===== config.mk =====
export PLATFORM = sky130hd
export DESIGN_NAME = i2c_master
export DESIGN_NICKNAME = d
export VERILOG_FILES = /design/src/rtl/i2c_master.sv
export SDC_FILE = /design/constraint.sdc
export NUM_CORES = 1
export LEC_CHECK = 0
export ABC_AREA = 0
export CAP_MARGIN = 5
export CORE_MARGIN = 5
export CORE_UTILIZATION = 45
export CTS_BUF_LIST = sky130_fd_sc_hd__clkbuf_4 sky130_fd_sc_hd__clkbuf_8 sky130_fd_sc_hd__clkbuf_16
export DETAILED_ROUTE_END_ITERATION = 7
export PLACE_DENSITY = 0.68
export SLEW_MARGIN = 20
export SYNTH_ARGS = -nofsm -noshare
export SYNTH_HDL_FRONTEND = slang
export SYNTH_SLANG_ARGS = --single-unit
export TNS_END_PERCENT = 100

===== constraint.sdc =====
create_clock -name clk -period 2.5 [get_ports clk]
set_input_delay 0.375 -clock clk [delete_from_list [all_inputs] [get_ports clk]]
set_output_delay 0.375 -clock clk [all_outputs]
set_load 0.1 [all_outputs]

===== src/rtl/i2c_master.sv =====
// Single-byte I2C initiator: START, {dev,rw}, ACK, reg, ACK, data, ACK/NACK, STOP.
// SCL and SDA are derived from the state and quarter-bit counter.
module i2c_master #(
  parameter int CLK_DIV = 4
) (
  input  logic       clk,
  input  logic       rst_n,
  input  logic       start,
  input  logic       rw,
  input  logic [6:0] dev_addr,
  input  logic [7:0] reg_addr,
  input  logic [7:0] wr_data,
  output logic [7:0] rd_data,
  output logic       busy,
  output logic       done,
  output logic       ack_err,
  output logic       SCL_out,
  output logic       SCL_ena,
  input  logic       SDA_in,
  output logic       SDA_out,
  output logic       SDA_ena
);
  localparam int DW = (CLK_DIV > 1) ? $clog2(CLK_DIV) : 1;
  localparam logic [DW-1:0] DIV_MAX = DW'(CLK_DIV - 1);

  localparam logic [3:0] S_IDLE     = 4'd0;
  localparam logic [3:0] S_START    = 4'd1;
  localparam logic [3:0] S_ADDR     = 4'd2;
  localparam logic [3:0] S_ADDR_ACK = 4'd3;
  localparam logic [3:0] S_REG      = 4'd4;
  localparam logic [3:0] S_REG_ACK  = 4'd5;
  localparam logic [3:0] S_DATA     = 4'd6;
  localparam logic [3:0] S_DATA_ACK = 4'd7;
  localparam logic [3:0] S_STOP     = 4'd8;

  logic [3:0]    state_q, state_d;
  logic [DW-1:0] div_q, div_d;
  logic [1:0]    qc_q, qc_d;
  logic [2:0]    bit_q, bit_d;
  logic          rw_q, rw_d;
  logic [6:0]    dev_q, dev_d;
  logic [7:0]    reg_q, reg_d, wd_q, wd_d, rx_q, rx_d, rd_data_q, rd_data_d;
  logic          err_q, err_d, ack_err_q, ack_err_d, done_q, done_d;

  logic q_tick, bit_end, samp;
  logic [7:0] tx_byte;
  logic bit_val;

  always_ff @(posedge clk or negedge rst_n) begin
    if (!rst_n) begin
      state_q   <= S_IDLE;
      div_q     <= '0;
      qc_q      <= '0;
      bit_q     <= '0;
      rw_q      <= 1'b0;
      dev_q     <= '0;
      reg_q     <= '0;
      wd_q      <= '0;
      rx_q      <= '0;
      rd_data_q <= '0;
      err_q     <= 1'b0;
      ack_err_q <= 1'b0;
      done_q    <= 1'b0;
    end else begin
      state_q   <= state_d;
      div_q     <= div_d;
      qc_q      <= qc_d;
      bit_q     <= bit_d;
      rw_q      <= rw_d;
      dev_q     <= dev_d;
      reg_q     <= reg_d;
      wd_q      <= wd_d;
      rx_q      <= rx_d;
      rd_data_q <= rd_data_d;
      err_q     <= err_d;
      ack_err_q <= ack_err_d;
      done_q    <= done_d;
    end
  end

  assign q_tick  = (div_q == DIV_MAX);
  assign bit_end = q_tick && (qc_q == 2'd3);
  assign samp    = (div_q == '0) && (qc_q == 2'd2);

  always_comb begin
    state_d   = state_q;
    div_d     = div_q;
    qc_d      = qc_q;
    bit_d     = bit_q;
    rw_d      = rw_q;
    dev_d     = dev_q;
    reg_d     = reg_q;
    wd_d      = wd_q;
    rx_d      = rx_q;
    rd_data_d = rd_data_q;
    err_d     = err_q;
    ack_err_d = ack_err_q;
    done_d    = 1'b0;
    if (state_q == S_IDLE) begin
      // A start coinciding with the done pulse is deliberately dropped.
      if (start && !done_q) begin
        state_d   = S_START;
        rw_d      = rw;
        dev_d     = dev_addr;
        reg_d     = reg_addr;
        wd_d      = wr_data;
        err_d     = 1'b0;
        ack_err_d = 1'b0;
        div_d     = '0;
        qc_d      = '0;
        bit_d     = '0;
      end
    end else begin
      if (q_tick) begin
        div_d = '0;
        qc_d  = qc_q + 2'd1;
      end else begin
        div_d = div_q + 1'b1;
      end
      if (samp) begin
        case (state_q)
          S_ADDR_ACK, S_REG_ACK: if (SDA_in) err_d = 1'b1;
          S_DATA_ACK:            if (SDA_in && !rw_q) err_d = 1'b1;
          S_DATA:                if (rw_q) rx_d = {rx_q[6:0], SDA_in};
          default: ;
        endcase
      end
      if (bit_end) begin
        case (state_q)
          S_START: begin state_d = S_ADDR; bit_d = '0; end
          S_ADDR, S_REG, S_DATA: begin
            bit_d = bit_q + 3'd1;
            if (bit_q == 3'd7) state_d = state_q + 4'd1;
          end
          S_ADDR_ACK: state_d = err_q ? S_STOP : S_REG;
          S_REG_ACK:  state_d = err_q ? S_STOP : S_DATA;
          S_DATA_ACK: begin
            if (rw_q) rd_data_d = rx_q;
            state_d = S_STOP;
          end
          S_STOP: begin
            state_d   = S_IDLE;
            done_d    = 1'b1;
            ack_err_d = err_q;
          end
          default: state_d = S_IDLE;
        endcase
      end
    end
  end

  always_comb begin
    case (state_q)
      S_ADDR:  tx_byte = {dev_q, rw_q};
      S_REG:   tx_byte = reg_q;
      default: tx_byte = wd_q;
    endcase
  end
  assign bit_val = tx_byte[3'd7 - bit_q];

  // START pulls SDA low in q2 and STOP releases it in q2, both while SCL is high.
  always_comb begin
    SCL_out = 1'b1;
    SDA_ena = 1'b0;
    case (state_q)
      S_IDLE:  SCL_out = 1'b1;
      S_START: begin SCL_out = (qc_q != 2'd3); SDA_ena = qc_q[1]; end
      S_STOP:  begin SCL_out = (qc_q != 2'd0); SDA_ena = !qc_q[1]; end
      S_ADDR, S_REG: begin SCL_out = (qc_q == 2'd1) || (qc_q == 2'd2); SDA_ena = !bit_val; end
      S_DATA:  begin SCL_out = (qc_q == 2'd1) || (qc_q == 2'd2); SDA_ena = !rw_q && !bit_val; end
      default: SCL_out = (qc_q == 2'd1) || (qc_q == 2'd2);
    endcase
  end

  assign busy    = (state_q != S_IDLE);
  assign SCL_ena = busy;
  assign SDA_out = 1'b0;
  assign done    = done_q;
  assign ack_err = ack_err_q;
  assign rd_data = rd_data_q;
endmodule


; ---- Word level (Yosys, flattened, before mapping)
; Index checks and enable logic that the tools add are counted.
[word_totals]
ff_bits = 54
output_inout_bits = 15
input_bits = 28
[op_classes]
n_eq_ne = 18
magnitude_cmp = 1
n_reduce_logical = 31
muxes = 33
add_sub_neg = 5
bitwise = 1
[ops]
columns = operator, count
row1 = $mux 4, 6
row2 = $pmux 4 s5, 1
row3 = $eq 4x3->1 const B, 4
row4 = $pmux 8 s2, 1
row5 = $mux 1, 12
row6 = $mux 2, 5
row7 = $reduce_bool 2->1, 5
row8 = $mux 3, 3
row9 = $ne 3x3->1 const B, 3
row10 = $reduce_and 3->1, 3
row11 = $eq 4x2->1 const B, 2
row12 = $reduce_and 4->1, 2
row13 = $eq 2x2->1 const B, 3
row14 = $pmux 3 s2, 1
row15 = $reduce_bool 3->1, 2
row16 = $logic_and 1x1->1, 5
row17 = $reduce_and 5->1, 1
row18 = $add 2x1->2 const B, 2
row19 = $add 4x1->4 const B, 1
row20 = $eq 4x1->1 const B, 1
row21 = $eq 4x4->1 const B, 1
row22 = $logic_not 1->1, 4
row23 = $logic_not 4->1, 1
row24 = $lt 3x4->1 const B, 1
row25 = other kinds (17), 19

; ---- Depth between registers and ports, before layout
[logic_depth]
ltp_word = 7
depth_mapped = 10
ltp_nobuf = 8

; ---- Worst setup path before layout
; No wires, ideal clock.
[synth_timing]
path_type = reg-to-output
from = register state_q[0]
to = output SDA_ena
arrival_time_ns = 3.098
required_ns = 2.125
n_path_buf = 1
slack_ns = -0.973
stages_incl_launch_ff = 9
cell_sequence = dfrtp_1 > inv_1 > ha_1 > buf_6 > and3b_1 > a221oi_2 > nor4_1 > o211a_1 > o221ai_1
[synth_between]
elab_chain_cells = 7
word_cells_on_any_way = 12
classes_between = eq/ne: 5 / mux: 4 / reduce/logical: 3
[synth_rtl]
columns = item, line
row1 = "start, declared", 36  ; logic [3:0] state_q, state_d;
row2 = "start signal, assigned", 65  ; state_q <= state_d;
row3 = $eq 4x3->1 or $eq 4x2->1 (tied branches), "153, 165"
row4 = $pmux 8 s2, 153  ; case (state_q)
row5 = $bmux 1 s3, 159  ; assign bit_val = tx_byte[3'd7 - bit_q];
row6 = $mux 1 (not written as such), 159
row7 = $logic_not 1->1, "169, 170"
row8 = $logic_and 1x1->1, 170  ; S_DATA: begin SCL_out = (qc_q == 2'd1) || (qc_q == 2'd2); SDA_ena = !rw_q && !bit_val; end
row9 = $pmux 1 s4 (*), 165  ; case (state_q)
row10 = "end, declared", 21  ; output logic SDA_ena
; Mark *: on every way between the ends. The rest lies on a longest branch, timed or not. The select of a mux whose other input is x is not followed.

; ---- Worst setup path after layout
; Ends and elaborated chain as after synthesis.

==> impl_metrics.env <==
export IMPL_groute_usage_overall_pct=16.55
export IMPL_grt_pass1_vias=2323
export IMPL_tightest_slew_ns=0.5847
export IMPL_syn_nets=331
export IMPL_relSlewSlack_pct=60.80
export IMPL_grt_antenna_before_repair=0
export IMPL_fin_crit_ns=2.687
export IMPL_ys_seq_area_share_pct=47.20
export IMPL_final_hold_viol_count=0
export IMPL_drive_above_1_share_pct=23.70
export IMPL_place_ws_ns=0.1187
export IMPL_clkSlewWorstSetupHoldPaths_ns=0.11
export IMPL_synth_area_sq_mm=0.002863
export IMPL_n_antenna_cell=0
export IMPL_setup_violations=1
export IMPL_synth_top_area_cell="dfrtp_1"
export IMPL_place_congestion=0.9144
export IMPL_slowest_delay_ns=0.40
export IMPL_final_setup_skew_ns=0.007090
export IMPL_crit_chain="inv_2, buf_6, ha_4, buf_4, buf_4, nand2_1, a211oi_1, o221ai_2, o221ai_4, buf_12"
export IMPL_fin_total_pwr_mw=3.232
export IMPL_wl_per_cell_microns=15.14
export IMPL_dr_pass1_iters=4
export IMPL_cap_violations=0
export IMPL_core_rowCount=29
export IMPL_num_vias=2220
export IMPL_cp_slowest_cell="dfrtp_1"
export IMPL_violations="setup timing"
export IMPL_synth_distinct_cells=53
export IMPL_num_fill_cells=572
export IMPL_die_w_microns=89.76
export IMPL_die_area_sq_mm=0.008057
export IMPL_cts_buffer_depth=2
export IMPL_multi_input_area_sq_mm=0.001429
export IMPL_synthTopCellsByArea="dfrtp_1 47%, nand2_1 12%, ha_1 4.8%"
export IMPL_cp_start_kind="flip-flop"
export IMPL_ff2ff_setup_slack_ns=0.14
export IMPL_slew_violations=0
export IMPL_cts_buffers=5
export IMPL_timing_final_crit_share_pct=107.5
export IMPL_cts_sinks=54
export IMPL_timing_fmax_ghz=0.3722
export IMPL_hold_path_class="input port to async pin"
export IMPL_synth_ff_type="dfrtp_1"
export IMPL_clk_latency_ns=0.32
export IMPL_syn2layout_area_growth_pct=26.22
export IMPL_status="complete, but fails checks"
export IMPL_crit_top_cell="buf_4"
export IMPL_clock_tree_root_cell="clkbuf_8"
export IMPL_synth_edf_count=0
export IMPL_async_flop_share_pct=100.0
export IMPL_start_util_pct=45.60
export IMPL_antenna_left=0
export IMPL_ys_ff_latch=54
export IMPL_regArea_sq_mm=0.001351
export IMPL_via_per_inst=5.248
export IMPL_dp_hpwl_mm=4.760
export IMPL_yosysWarnings=0
export IMPL_placement_io_buffers=41
export IMPL_crit_path_max_fanout=6
export IMPL_endpoint_kind="primary output"
export IMPL_routed_wl_mm=6.403
export IMPL_syn_avg_cell_area_sq_um=9.804
export IMPL_fin_util_pct=57.56
export IMPL_io_pins=43
export IMPL_worst_slack_ns=-0.1868
export IMPL_final_cell_area_sq_mm=0.003613
export IMPL_core_sq_mm=0.006277
export IMPL_leakagePower_nw=1.765
export IMPL_drt_iter0_drc=163
export IMPL_nNetsFinal=384
export IMPL_power_density_mw_per_mm2=894.3
export IMPL_grt_pass1_wl_mm=11.05
export IMPL_crit_required_ns=2.12
export IMPL_path_class="flip-flop to primary output"
export IMPL_cts_tree="done"
export IMPL_vdd_drop_max_mv=0.5430
export IMPL_grt_overflow=0
export IMPL_drc=0
export IMPL_rsz0062_at_grt="true"
export IMPL_cp_data_arrival_time_ns=2.31
export IMPL_synth_top_area_share_pct=47.20
export IMPL_synthCells=292
export IMPL_h_tree_depth=2
export IMPL_hold_slack_ns=0.02831
export IMPL_placed_area_sq_mm=0.003416
export IMPL_grt_max_degree=34
export IMPL_die_y_microns=89.76
-- stage by stage --
stage                TNS, ns  std cells
finish               -0.1868        423
global route         -0.2957        423
CTS                  -0.2109        422
detailed placement         0        410
global placement           0        410
floorplan           -0.01465        292
-- power by group --
group          switching [mW]  internal [mW]
combinational           0.790          0.523
clock                   0.313          0.304
sequential              0.197           1.10
total                    1.30           1.93
-- sequential cells by signal, summed over array words and instances (netlist names) --
| signal | cells |
|---|---|
| div_q | 2 |
| ack_err | 1 |
| qc_q | 2 |
| dev_q | 7 |
| state_q | 4 |
| rx_q | 8 |
| done | 1 |
| wd_q | 8 |
| rd_data | 8 |
| err_q | 1 |
| rw_q | 1 |
| bit_q | 3 |
| reg_q | 8 |
-- kinds of logic after synthesis --
logic type	synth area share [%]
other cells	0.1310
compound gates	12.72
buf+inv	5.245
fa+ha+maj	4.808
flops	47.20
xor+xnor	0.3060
simple gates	21.11
mux	8.479
-- synth_stat cells, types with 4 or more instances --
cell and count:
nand3_1 5, o22ai_1 4, o21ai_0 9, nand2b_1 4
mux2_4 8, ha_1 11, buf_4 5, nand2_1 94
inv_1 11, mux2_2 10, dfrtp_1 54, buf_2 5
a21oi_1 10
-- worst max-delay path, delay by kind of cell (launching register included) --
family	cells	cell delay, ns
DFF	1	0.40
buffers and inverters	5	0.59
adders and majority gates	1	0.14
and+or+nand+nor	1	0.06
AOI/OAI and AO/OA	3	0.79
-- layout by cell type (no fill, tap or decap), drive strengths merged, types with 2 or more instances in the layout --
master         count
nand2             94
dfrtp             54
buf               34
clkdlybuf4s50     26
mux2              18
inv               13
ha                11
a21oi             10
o21ai             10
nand3              6
clkbuf             5
nand2b             4
o22ai              4
nor2               4
nor3               4
a32o               3
a211oi             3
a22oi              3
nor2b              2
a221oi             2
and4b              2
a22o               2
or3                2
a31oi              2
a21o               2
nor3b              2
or2                2
a2111oi            2
o221ai             2
-- repair_timing --
item / in CTS / in global routing
setup endpoints to repair: 1 / 4
hold buffers: 0 / 0
pin swaps: 7 / 2
setup buffers: 4 / 1
resized for setup: 7 / 4
-- per-layer routing --
| layer | vias up | track usage, % | wire, microns |
|---|---|---|---|
| met3 | 9 | 3.673 | 264 |
| met1 | 1056 | 19.27 | 2765 |
| met4 | 0 | 5.416 | 110 |
| li1 | 1107 | - | - |
| met5 | - | 0 | 0 |
| met2 | 48 | 29.82 | 3263 |
-- final cells by class --
cell class | instances | share of cell area, %
clock buffer | 5 | 1.904
clock inverter | 3 | 1.316
inverter | 12 | 1.385
multi-input combinational | 212 | 39.54
sequential | 54 | 37.40
tap | 77 | 2.666
timing repair buffer | 60 | 15.79
-- worst paths after layout --
path                             from         end  cells after the start
max in group asynchronous       rst_n  state_q[3]                      2
setup reg to reg           state_q[0]  rd_data[5]                     11
min in group clk              wd_q[2]     wd_q[2]                      2
setup / recovery           state_q[0]     SDA_ena                     10
hold / removal                  rst_n     qc_q[1]                      2
hold reg to reg               wd_q[2]     wd_q[2]                      2
Power figures use the tool's default switching activity.
